$ cat src/rtl/core_pkg.sv
// core_pkg: shared fetch-stage opcodes, buffer entry type and branch-history counter helpers
package core_pkg;
    localparam logic [5:0] OP_BR          = 6'h30;
    localparam logic [5:0] OP_BSR         = 6'h34;
    localparam logic [5:0] OP_BRANCH_BASE = 6'h30;
    typedef struct packed {
        logic [31:0] instn;
        logic [63:0] pc_plus_4;
        logic        pr_taken;
    } fb_entry_t;
    typedef logic [1:0] bht_ctr_t;
    localparam bht_ctr_t BHT_INIT = 2'b01;
    function automatic bht_ctr_t bht_next(bht_ctr_t c, logic taken);
        return taken ? ((c == 2'b11) ? c : c + 2'd1) : ((c == 2'b00) ? c : c - 2'd1);
    endfunction
    function automatic logic is_branch(logic [5:0] op);
        return op[5:4] == OP_BRANCH_BASE[5:4];
    endfunction
endpackage

$ cat src/rtl/fetch_buffer.sv
// fetch_buffer: circular FIFO of fetched entries; flush empties it, pop on empty is ignored
module fetch_buffer
    import core_pkg::*;
#(
    parameter int DEPTH = 2
) (
    input  logic                    clk,
    input  logic                    reset,
    input  logic                    i_push,
    input  logic                    i_pop,
    input  logic                    i_flush,
    input  fb_entry_t               i_data,
    output fb_entry_t               o_head,
    output logic                    o_full,
    output logic                    o_empty,
    output logic [$clog2(DEPTH):0]  o_count
);
    localparam int AW = $clog2(DEPTH);
    fb_entry_t      r_mem [DEPTH];
    logic [AW-1:0]  r_rd;
    logic [AW-1:0]  r_wr;
    logic [AW:0]    r_count;
    logic           w_pop;
    assign w_pop   = i_pop & ~o_empty;
    assign o_empty = (r_count == '0);
    assign o_full  = (r_count == (AW+1)'(DEPTH));
    assign o_count = r_count;
    // head reads as zero while empty so decode sees clean values after reset/flush
    assign o_head  = o_empty ? '0 : r_mem[r_rd];
    always_ff @(posedge clk) begin
        if (reset | i_flush) begin
            r_rd    <= '0;
            r_wr    <= '0;
            r_count <= '0;
        end else begin
            if (i_push) r_wr <= r_wr + 1'b1;
            if (w_pop) r_rd <= r_rd + 1'b1;
            r_count <= r_count + {{AW{1'b0}}, i_push} - {{AW{1'b0}}, w_pop};
        end
    end
    always_ff @(posedge clk) begin
        if (i_push) r_mem[r_wr] <= i_data;
    end
endmodule

$ cat src/rtl/fetch_unit.sv
// fetch_unit: fetch PC, single-outstanding imem reads, branch prediction and decode buffer.
// FETCH_BHT_EN selects a 2-bit-counter BHT; otherwise static backward-taken prediction.
module fetch_unit
    import core_pkg::*;
#(
    parameter logic [63:0] RESET_PC    = 64'h0,
    parameter int          FB_DEPTH    = 2,
    parameter int          BHT_ENTRIES = 64
) (
    input  logic        clk,
    input  logic        reset,
    input  logic        redirect,
    input  logic [63:0] redirect_pc,
    output logic        imem_req,
    output logic [63:0] imem_addr,
    input  logic        imem_gnt,
    input  logic        imem_rvalid,
    input  logic [31:0] imem_rdata,
    output logic        dec_valid,
    input  logic        dec_ready,
    output logic [31:0] dec_instn,
    output logic [63:0] dec_pc_plus_4,
    output logic        dec_pr_taken,
    input  logic        bht_upd,
    input  logic [63:0] bht_upd_pc,
    input  logic        bht_upd_taken
);
    logic [63:0]                r_pc;
    logic                       r_pending;
    logic                       r_drop;
    logic                       w_full;
    logic                       w_empty;
    logic                       w_grant;
    logic                       w_push;
    logic                       w_pt;
    logic                       w_dir;
    logic                       w_live;
    logic                       w_unused;
    logic [$clog2(FB_DEPTH):0]  w_count;
    logic [5:0]                 w_op;
    logic [63:0]                w_pc4;
    logic [63:0]                w_target;
    fb_entry_t                  w_head;
    fb_entry_t                  w_entry;
    assign imem_req  = ~reset & ~r_pending & ~r_drop & ~w_full & ~redirect;
    assign imem_addr = r_pc;
    assign w_grant   = imem_req & imem_gnt;
    assign w_push    = imem_rvalid & ~r_drop & ~redirect;
    // a response is still in flight after this cycle; it must be discarded when it lands
    assign w_live    = (r_pending | r_drop) & ~imem_rvalid;
    assign w_op      = imem_rdata[31:26];
    assign w_pc4     = r_pc + 64'd4;
    assign w_target  = w_pc4 + {{41{imem_rdata[20]}}, imem_rdata[20:0], 2'b00};
    assign w_pt      = is_branch(w_op) & ((w_op == OP_BR) | (w_op == OP_BSR) | w_dir);
    assign w_entry   = '{instn: imem_rdata, pc_plus_4: w_pc4, pr_taken: w_pt};
`ifdef FETCH_BHT_EN
    localparam int BI = $clog2(BHT_ENTRIES);
    bht_ctr_t r_bht [BHT_ENTRIES];
    assign w_dir    = r_bht[r_pc[BI+1:2]][1];
    assign w_unused = ^{redirect_pc[1:0], bht_upd_pc[63:BI+2], bht_upd_pc[1:0], w_count};
    always_ff @(posedge clk) begin
        if (reset) begin
            for (int i = 0; i < BHT_ENTRIES; i++) r_bht[i] <= BHT_INIT;
        end else if (bht_upd) begin
            r_bht[bht_upd_pc[BI+1:2]] <= bht_next(r_bht[bht_upd_pc[BI+1:2]], bht_upd_taken);
        end
    end
`else
    assign w_dir    = imem_rdata[20];
    assign w_unused = ^{redirect_pc[1:0], bht_upd, bht_upd_pc, bht_upd_taken, w_count, BHT_ENTRIES[0]};
`endif
    always_ff @(posedge clk) begin
        if (reset) begin
            r_pc      <= {RESET_PC[63:2], 2'b00};
            r_pending <= 1'b0;
            r_drop    <= w_live;
        end else if (redirect) begin
            r_pc      <= {redirect_pc[63:2], 2'b00};
            r_pending <= r_pending & ~imem_rvalid;
            r_drop    <= w_live;
        end else begin
            if (w_push) r_pc <= w_pt ? w_target : w_pc4;
            r_pending <= w_grant | (r_pending & ~imem_rvalid);
            r_drop    <= r_drop & ~imem_rvalid;
        end
    end
    fetch_buffer #(.DEPTH(FB_DEPTH)) u_fb (
        .clk     (clk),
        .reset   (reset),
        .i_push  (w_push),
        .i_pop   (dec_ready),
        .i_flush (redirect),
        .i_data  (w_entry),
        .o_head  (w_head),
        .o_full  (w_full),
        .o_empty (w_empty),
        .o_count (w_count)
    );
    assign dec_valid     = ~w_empty;
    assign dec_instn     = w_head.instn;
    assign dec_pc_plus_4 = w_head.pc_plus_4;
    assign dec_pr_taken  = w_head.pr_taken;
endmodule

$ cat config.mk
export PLATFORM = sky130hd
export DESIGN_NAME = fetch_unit
export DESIGN_NICKNAME = d
export VERILOG_FILES = /design/src/rtl/core_pkg.sv /design/src/rtl/fetch_buffer.sv /design/src/rtl/fetch_unit.sv
export SDC_FILE = /design/constraint.sdc
export NUM_CORES = 1
export LEC_CHECK = 0
export CAP_MARGIN = 20
export CELL_PAD_IN_SITES_DETAIL_PLACEMENT = 1
export CELL_PAD_IN_SITES_GLOBAL_PLACEMENT = 2
export CORE_ASPECT_RATIO = 1.5
export CORE_MARGIN = 2
export CORE_UTILIZATION = 30
export CTS_BUF_LIST = sky130_fd_sc_hd__clkbuf_8
export CTS_CLUSTER_DIAMETER = 50
export DETAILED_ROUTE_END_ITERATION = 10
export HOLD_SLACK_MARGIN = 0.08
export PLACE_DENSITY_LB_ADDON = 0.05
export SYNTH_ARGS = -nofsm -noshare
export SYNTH_HDL_FRONTEND = slang
export SYNTH_SLANG_ARGS = --single-unit
export TNS_END_PERCENT = 10
$ cat constraint.sdc
create_clock -name clk -period 6.3 [get_ports clk]
set_clock_uncertainty 0.1 [all_clocks]
set_input_delay 1.26 -clock clk [delete_from_list [all_inputs] [get_ports clk]]
set_output_delay 1.26 -clock clk [all_outputs]
set_load 0.05 [all_outputs]
==> impl_table.tex, run 1 <==
\begin{tabular}{lr}
\hline
Metric & Value \\
\hline
\multicolumn{2}{l}{\textbf{Clock network}} \\
Number of buffers created by CTS & 44 \\
TritonCTS clock tree & built \\
Postcts setup bufs & 0 \\
Depth of the CTS H-tree & 2 \\
Maximum root-to-sink buffer count & 3 \\
Buffer type at the clock tree root & sky130\_fd\_sc\_hd\_\_clkbuf\_8 \\
Clock transition at the register clock pins on the worst setup and hold paths after CTS & about 0.06 ns \\
Hold-fix buffers at CTS & 0 \\
Cts repair resizes & 0 \\
Clock insertion delay at the later pin of the skew report & 0.58 ns \\
Clock sink count & 259 \\
\multicolumn{2}{l}{\textbf{Yosys}} \\
Post-synthesis share of cell area spent on full adders, half adders and majority gates & about 6.3\% \\
Synthesized area per cell & 9.63 sq um \\
Combined area of all synthesized cells & approximately 16000 sq um \\
Combinational family with the most area after synthesis & compound AO/OA/AOI/OAI gates \\
Cell types occupying the most area after synthesis & sky130\_fd\_sc\_hd\_\_edfxtp\_1 36\%, sky130\_fd\_sc\_hd\_\_dfxtp\_1 8.7\%, sky130\_fd\_sc\_hd\_\_mux2i\_1 6.2\% \\
Gate count of the mapped netlist & $\sim$1.6k \\
Number of flops mapped to enable cells by yosys & 190 \\
Post-synth ARST share & 0\% \\
Complex-gate fraction of the synthesized area & 16.6\% \\
Post-synth cell types & 84 \\
\#FFs+latches synth & $\sim$260 \\
Simple-gate share of the synthesized area & 16.2\% \\
Most used flip-flop cell after synthesis & sky130\_fd\_sc\_hd\_\_edfxtp\_1 \\
Post-synthesis sequential area ratio & between 40 and 50\% \\
XOR/XNOR Fraction of Synth Area & 6.51\% \\
Leading area contributor after synthesis & sky130\_fd\_sc\_hd\_\_edfxtp\_1 \\
Fraction of post-synthesis cell area in the top cell type by area & approximately 36\% \\
Share of cell area taken by muxes after synthesis & under 10\% \\
Count of yosys warnings during synthesis & 0 \\
\multicolumn{2}{l}{\textbf{Worst setup path}} \\
Critical path buffer and inverter count & 0 \\
Launch point of the worst reg-to-reg path & imem\_addr[18] \\
Crit. End Element & register \\
Family with the most delay on the worst path & compound AO/OA/AOI/OAI gates \\
Crit Path Class & register to register \\
R2r worst-path depth & 16 \\
Arrival time worst endpoint & approximately 6.0 ns \\
Maximum fanout encountered on the critical timing path & 8 \\
Number of gates on the worst path with buffers counted & 16 \\
Critical Path, Cell by Cell & and4\_1 -> nand3\_1 -> nor4\_4 -> and3\_1 -> xor2\_1 -> ha\_1 -> a21oi\_1 -> o21ai\_0 -> a21oi\_1 -> o221ai\_1 -> a221o\_1 -> a41o\_1 -> a31oi\_1 -> and4\_1 -> a211oi\_1 -> a221oi\_1 \\
End of the worst register-to-register path & imem\_addr[57] \\
Worst setup path endpoint & imem\_addr[57] \\
Delay contributed by the slowest stage of the critical path & 0.74 ns \\
Endpoint required time on the critical path & between 6 and 7 ns \\
Worst path slowest cell & sky130\_fd\_sc\_hd\_\_nor4\_4 \\
Worst setup path start & imem\_addr[18] \\
CP startpoint kind & register \\
Setup slack, reg-to-reg & a little over 0.7 ns \\
\multicolumn{2}{l}{\textbf{Final layout}} \\
Area of the multi-input gates & 8260 sq um \\
Count of nets after finishing & around 2.2k \\
Area taken by flip-flops and latches & 7090 sq um \\
Commonest cells after routing, fill and taps aside & 254 x sky130\_fd\_sc\_hd\_\_clkdlybuf4s50\_1, 209 x sky130\_fd\_sc\_hd\_\_nor2\_1, 190 x sky130\_fd\_sc\_hd\_\_edfxtp\_1, 155 x sky130\_fd\_sc\_hd\_\_nand2\_1, 149 x sky130\_fd\_sc\_hd\_\_a21oi\_1 \\
Most frequent standard cell in the layout excluding fill and tap cells & sky130\_fd\_sc\_hd\_\_clkdlybuf4s50\_1 \\
Layout filler cell count & about 6k \\
Share of cells above drive strength 1 & roughly 8.7\% \\
Area growth syn-to-layout & 28.7\% \\
\multicolumn{2}{l}{\textbf{Global routing}} \\
GR met3 Demand/Resource & roughly 2.7\% \\
Met1 global-route usage & 25.5\% \\
Pin count of the biggest net entering global routing & 62 \\
GRT met2 Usage & 43.6\% \\
Wire length of the first global-routing pass & between 90 and 100 mm \\
GRT Util Overall & a little under a quarter \\
Number of antenna violations at the first check in global routing & 4 \\
Overall overflow remaining after global route & 0 \\
Vias in the first global route & around 15k \\
GRT Max-Usage Layer & met2 \\
\multicolumn{2}{l}{\textbf{Route}} \\
DRC & 0 \\
Vias & 13.9k \\
Iter 0 DRT Violations & roughly 550 \\
Wire length per cell & between 20 and 25 microns \\
Number of nets still failing antenna checks after routing & 0 \\
Detailed Routing Iterations Pass 1 & 5 \\
Average vias per placed instance & 5.22 \\
Final wirelength & 62.7 mm \\
\multicolumn{2}{l}{\textbf{STA}} \\
Final clock period utilization by the worst path & 88.6\% \\
Worst slew pin tran & 1.09 ns \\
Final count of pins violating max slew & 0 \\
Fmax & roughly 180 MHz \\
Setup\_tns & 0 ns \\
Post-layout worst setup margin & 0.716 ns \\
Number of endpoints failing setup at the final stage & 0 \\
Worst slack on hold paths & between 0.4 and 0.5 ns \\
Unrepaired setup endpoints after global routing & no \\
Time the worst path needs with I/O delays and setup & approximately 5.6 ns \\
Final count of hold timing violations & 0 \\
Max transition margin & a little over a quarter \\
\multicolumn{2}{l}{\textbf{Job}} \\
Number of maximum-capacitance constraint violations & 0 \\
\multicolumn{2}{l}{\textbf{Placed design}} \\
Pre-CTS setup slack & 0.680 ns \\
Sum of net half-perimeters after detailed placement & 47.3 mm \\
Routability-driven placement congestion ratio & 0.865 \\
Number of port buffers & approximately 260 \\
\multicolumn{2}{l}{\textbf{Die}} \\
Effective utilization at floorplan & just over 30\% \\
Horiz. Die Dim & between 150 and 200 microns \\
Area of the placeable core & around 52000 sq um \\
Number of top-level design ports & roughly 330 \\
Cell row count & 103 \\
Die outline height & $\sim$290 microns \\
Floorplan die area & $\sim$55000 sq um \\
\multicolumn{2}{l}{\textbf{Outcome}} \\
Outcome & complete, no violations \\
\multicolumn{2}{l}{\textbf{Hold path}} \\
Hold Path Class & register to register \\
WHS Path Cells & 2 \\
\multicolumn{2}{l}{\textbf{Power}} \\
Leakage component of the power & between 7 and 8 nW \\
PD cells & around 230 nW/um\^{}2 \\
Maximum resistive drop on vdd & $\sim$0.13 mV \\
\hline
\end{tabular}
[flip-flops by register name, summed over array words and instances, names as in the netlist, named ones only]
| signal | count |
|---|---|
| imem_addr | 62 |
| r_drop | 1 |
| r_pending | 1 |
| u_fb.o_count | 2 |
| u_fb.r_mem | 190 |
| u_fb.r_rd | 1 |
| u_fb.r_wr | 1 |
[cell type report]
type | instances | share of cell area (%)
well taps | 682 | 4.18
clock inverters | 32 | 0.975
multi-input cells | 1267 | 40.5
diodes | 3 | 0.0368
flip-flops and latches | 259 | 34.8
repair buffers | 332 | 15.5
inverters | 35 | 0.644
clock buffers | 50 | 3.37
[worst min-delay path by stage]
stage	from	endpoint	slack, ns
floorplan	r_pending	r_drop	0.37
global placement	u_fb.r_rd	register	0.40
detailed placement	u_fb.r_rd	u_fb.r_rd	0.41
CTS	u_fb.r_rd	u_fb.r_rd	0.43
global route	u_fb.r_rd	register	0.44
finish	u_fb.r_rd	u_fb.r_rd	0.43
[routing by layer]
metal,vias up,part of all wire [%]
li1,6672,-
met1,6829,40
met2,282,54
met3,91,3.1
met4,2,3.1
met5,-,0.014
[through the flow]
stage	total power (W)	cell area [sq um]	utilization, %	instances
2_1_floorplan	0.00274	15900	-	1649
3_3_place_gp	0.00320	19500	37.2	2574
3_5_place_dp	0.00321	19500	37.2	2575
4_1_cts	0.00478	20400	38.9	2657
5_1_grt	0.00493	20400	38.9	2659
6_report	0.00471	20400	38.9	2660
[kinds of logic (layout without fill, tap and decap cells)]
| family | Yosys count | after routing |
|---|---|---|
| multiplexers | 98 | 98 |
| AO/OA/AOI/OAI | 418 | 418 |
| other | 1 | 7 |
| buffers and inverters | 123 | 449 |
| XOR/XNOR | 117 | 117 |
| AND/OR/NAND/NOR | 551 | 551 |
| adder cells (fa/ha/maj) | 79 | 79 |
| flip-flops | 259 | 259 |
[tightest hold or removal path: cells and delay by family, from the launching register on]
family,cells,cell delay [ns]
xor+xnor,1,0.09
simple gates,1,0.08
flops,1,0.32
[synth_stat cells, types with 36 or more instances]
cell / instances
sky130_fd_sc_hd__o21ai_0: 87
sky130_fd_sc_hd__edfxtp_1: 190
sky130_fd_sc_hd__a21oi_1: 149
sky130_fd_sc_hd__mux2i_1: 98
sky130_fd_sc_hd__xnor2_1: 77
sky130_fd_sc_hd__nand3_1: 36
sky130_fd_sc_hd__ha_1: 78
sky130_fd_sc_hd__nand2_1: 155
sky130_fd_sc_hd__nor2_1: 211
sky130_fd_sc_hd__dfxtp_1: 69
sky130_fd_sc_hd__xor2_1: 39
sky130_fd_sc_hd__clkbuf_1: 54
[power breakdown]
part	total, W	leakage [nW]	switching (W)	internal (W)
registers	0.00197	2.35	0.0000598	0.00191
logic	0.00120	4.53	0.000768	0.000427
clock network	0.00154	0.521	0.000726	0.000816
No activity file was read; power rests on OpenSTA's default activity.
==> inputs of run 2 (changes only) <==
--- a/config.mk
+++ b/config.mk
@@ -14,6 +14,7 @@
 export CTS_BUF_LIST = sky130_fd_sc_hd__clkbuf_8
 export CTS_CLUSTER_DIAMETER = 50
 export DETAILED_ROUTE_END_ITERATION = 10
+export GPL_TIMING_DRIVEN = 0
 export HOLD_SLACK_MARGIN = 0.08
 export PLACE_DENSITY_LB_ADDON = 0.05
 export SYNTH_ARGS = -nofsm -noshare
==> impl_table.tex, run 2 (synthesis results as in run 1) <==
\begin{tabular}{lr}
\hline
Metric & Value \\
\hline
\multicolumn{2}{l}{\textbf{Die}} \\
Area of the placeable core & 52500 sq um \\
Die outline height & 286 microns \\
Number of top-level design ports & roughly 330 \\
Floorplan die area & 54700 sq um \\
Effective utilization at floorplan & a little over 30\% \\
Horiz. Die Dim & $\sim$190 microns \\
Cell row count & 103 \\
\multicolumn{2}{l}{\textbf{Power}} \\
Leakage component of the power & between 7 and 8 nW \\
PD cells & $\sim$230 nW/um\^{}2 \\
Maximum resistive drop on vdd & about 0.12 mV \\
\multicolumn{2}{l}{\textbf{Clock network}} \\
Clock sink count & between 200 and 300 \\
Buffer type at the clock tree root & sky130\_fd\_sc\_hd\_\_clkbuf\_8 \\
TritonCTS clock tree & built \\
Depth of the CTS H-tree & 2 \\
Clock insertion delay at the later pin of the skew report & roughly 0.59 ns \\
Maximum root-to-sink buffer count & 3 \\
Clock transition at the register clock pins on the worst setup and hold paths after CTS & $\sim$0.070 ns \\
Number of buffers created by CTS & 43 \\
\multicolumn{2}{l}{\textbf{Route}} \\
M1 wire length & roughly 28 mm \\
Total length of routed met2 wires & between 30 and 40 mm \\
DR top layer & met4 \\
Number of nets still failing antenna checks after routing & 0 \\
DRC & 0 \\
Average vias per placed instance & around 5.4 \\
Final wirelength & $\sim$72 mm \\
Detailed Routing Iterations Pass 1 & 5 \\
Total length of routed met3 wires & 3.21 mm \\
Wire length per cell & 26.7 microns \\
Iter 0 DRT Violations & around 730 \\
Vias & 14.4k \\
\multicolumn{2}{l}{\textbf{Hold path}} \\
Hold Path Class & register to register \\
WHS Path Cells & 2 \\
Startpoint of the lowest-slack hold path & u\_fb.r\_rd \\
\multicolumn{2}{l}{\textbf{Final layout}} \\
Commonest cells after routing, fill and taps aside & 257 x sky130\_fd\_sc\_hd\_\_clkdlybuf4s50\_1, 209 x sky130\_fd\_sc\_hd\_\_nor2\_1, 190 x sky130\_fd\_sc\_hd\_\_edfxtp\_1, 155 x sky130\_fd\_sc\_hd\_\_nand2\_1, 147 x sky130\_fd\_sc\_hd\_\_a21oi\_1 \\
Most frequent standard cell in the layout excluding fill and tap cells & sky130\_fd\_sc\_hd\_\_clkdlybuf4s50\_1 \\
Max FFs per register & 190 \\
Share of cells above drive strength 1 & under 10\% \\
Layout filler cell count & roughly 6.0k \\
Area taken by flip-flops and latches & roughly 7100 sq um \\
Register bank with the most flops & u\_fb.r\_mem \\
Area growth syn-to-layout & 28.8\% \\
Area of the multi-input gates & between 8000 and 9000 sq um \\
Count of nets after finishing & around 2.2k \\
\multicolumn{2}{l}{\textbf{STA}} \\
Final count of pins violating max slew & 0 \\
Fmax & 167 MHz \\
Final count of hold timing violations & 0 \\
Max transition margin & roughly a fifth \\
Number of endpoints failing setup at the final stage & 0 \\
Time the worst path needs with I/O delays and setup & 5.97 ns \\
Final clock period utilization by the worst path & 94.8\% \\
Worst slack on hold paths & 0.429 ns \\
Post-layout worst setup margin & about 0.33 ns \\
Worst slew pin tran & roughly 1.2 ns \\
Unrepaired setup endpoints after global routing & yes \\
\multicolumn{2}{l}{\textbf{Placed design}} \\
Sum of net half-perimeters after detailed placement & $\sim$55 mm \\
Routability-driven placement congestion ratio & 0.896 \\
Pre-CTS setup slack & 0.130 ns \\
Number of port buffers & 258 \\
\multicolumn{2}{l}{\textbf{Outcome}} \\
Outcome & complete, no violations \\
\multicolumn{2}{l}{\textbf{Worst setup path}} \\
Launch point of the worst reg-to-reg path & imem\_addr[4] \\
Setup slack, reg-to-reg & approximately 0.33 ns \\
Worst path slowest cell & sky130\_fd\_sc\_hd\_\_o21ai\_0 \\
Endpoint required time on the critical path & about 6.6 ns \\
Crit. End Element & register \\
Dominant cell type by count on the critical path & sky130\_fd\_sc\_hd\_\_o21ai\_0 \\
CP startpoint kind & register \\
Crit Path Class & register to register \\
Maximum fanout encountered on the critical timing path & 7 \\
R2r worst-path depth & 17 \\
Delay contributed by the slowest stage of the critical path & between 0.7 and 0.8 ns \\
Critical Path, Cell by Cell & and4\_2 -> nand3\_1 -> or2\_2 -> clkbuf\_1 -> nor3\_1 -> and4\_1 -> xor2\_1 -> ha\_1 -> o21ai\_0 -> o211ai\_1 -> a211o\_1 -> o21ai\_0 -> o31ai\_1 -> xnor2\_1 -> nand2\_1 -> o2111ai\_1 -> o21ai\_0 \\
End of the worst register-to-register path & imem\_addr[35] \\
Arrival time worst endpoint & 6.31 ns \\
\multicolumn{2}{l}{\textbf{Global routing}} \\
Vias in the first global route & 15.1k \\
Number of antenna violations at the first check in global routing & 3 \\
Overall overflow remaining after global route & 0 \\
Wire length of the first global-routing pass & about 100 mm \\
GRT Util Overall & 25.8\% \\
Pin count of the biggest net entering global routing & 62 \\
\multicolumn{2}{l}{\textbf{Job}} \\
Number of maximum-capacitance constraint violations & 0 \\
\hline
\end{tabular}
==> run 2: worst max-delay path by stage <==
| stage | slack [ns] | startpoint | endpoint | cells after the start |
|---|---|---|---|---|
| 2_1_floorplan | 1.01 | redirect | imem_req | 3 |
| 3_3_place_gp | -1.77 | imem_rvalid | u_fb.r_mem[1][41] | 6 |
| 3_5_place_dp | 0.13 | imem_addr[21] | imem_addr[56] | 17 |
| 4_1_cts | 0.07 | imem_addr[21] | imem_addr[56] | 17 |
| 5_1_grt | -0.02 | imem_addr[4] | imem_addr[54] | 18 |
| 6_report | 0.33 | imem_addr[4] | imem_addr[35] | 17 |
==> run 2: where the power goes <==
part           leakage [nW]  internal, W  switching, W  total (W)
clock network         0.475     0.000796      0.000754    0.00155
logic                  4.42     0.000418      0.000823    0.00124
registers              2.35      0.00191     0.0000683    0.00198
total                  7.25      0.00313       0.00165    0.00477
==> run 2: area by class of cell <==
cell class,instances,share of cell area [%]
inverter,35,0.643
clock buffer,45,3.03
sequential,259,34.7
multi-input combinational,1267,40.7
buffer,88,2.01
clock inverter,34,1.19
tap,682,4.18
antenna,3,0.0368
timing repair buffer,267,13.5
==> run 2: routing by layer <==
layer / track usage, % / vias to the layer above
li1: - / 6713
met5: 0 / -
met2: 47.6 / 414
met4: 10.7 / 0
met3: 3.13 / 127
met1: 29.7 / 7141
==> run 2: per-stage QoR <==
step | power, W | cells | util (%) | area (sq um) | TNS, ns
global route | 0.00497 | 2679 | 38.9 | 20400 | -0.0294
finish | 0.00477 | 2680 | 38.9 | 20400 | 0
detailed placement | 0.00325 | 2598 | 37.2 | 19500 | 0
global placement | 0.00324 | 2589 | 36.8 | 19300 | -369.69
floorplan | 0.00274 | 1649 | - | 15900 | 0
CTS | 0.00482 | 2677 | 38.8 | 20400 | 0
==> run 2: timing repair <==
action	4_1_cts	5_1_grt
endpoints found under the setup margin	0	17
hold buffers	0	0
buffers inserted	0	0
resized for setup	0	10
==> run 2: critical path: cells and delay by family, from the launching register on <==
kind                       cells  cell delay (ns)
AOI/OAI and AO/OA              7             2.00
buffers and inverters          1             0.22
adders and majority gates      1             0.37
and+or+nand+nor                6             1.83
xor gates and xnor gates       2             0.82
DFF                            1             0.46
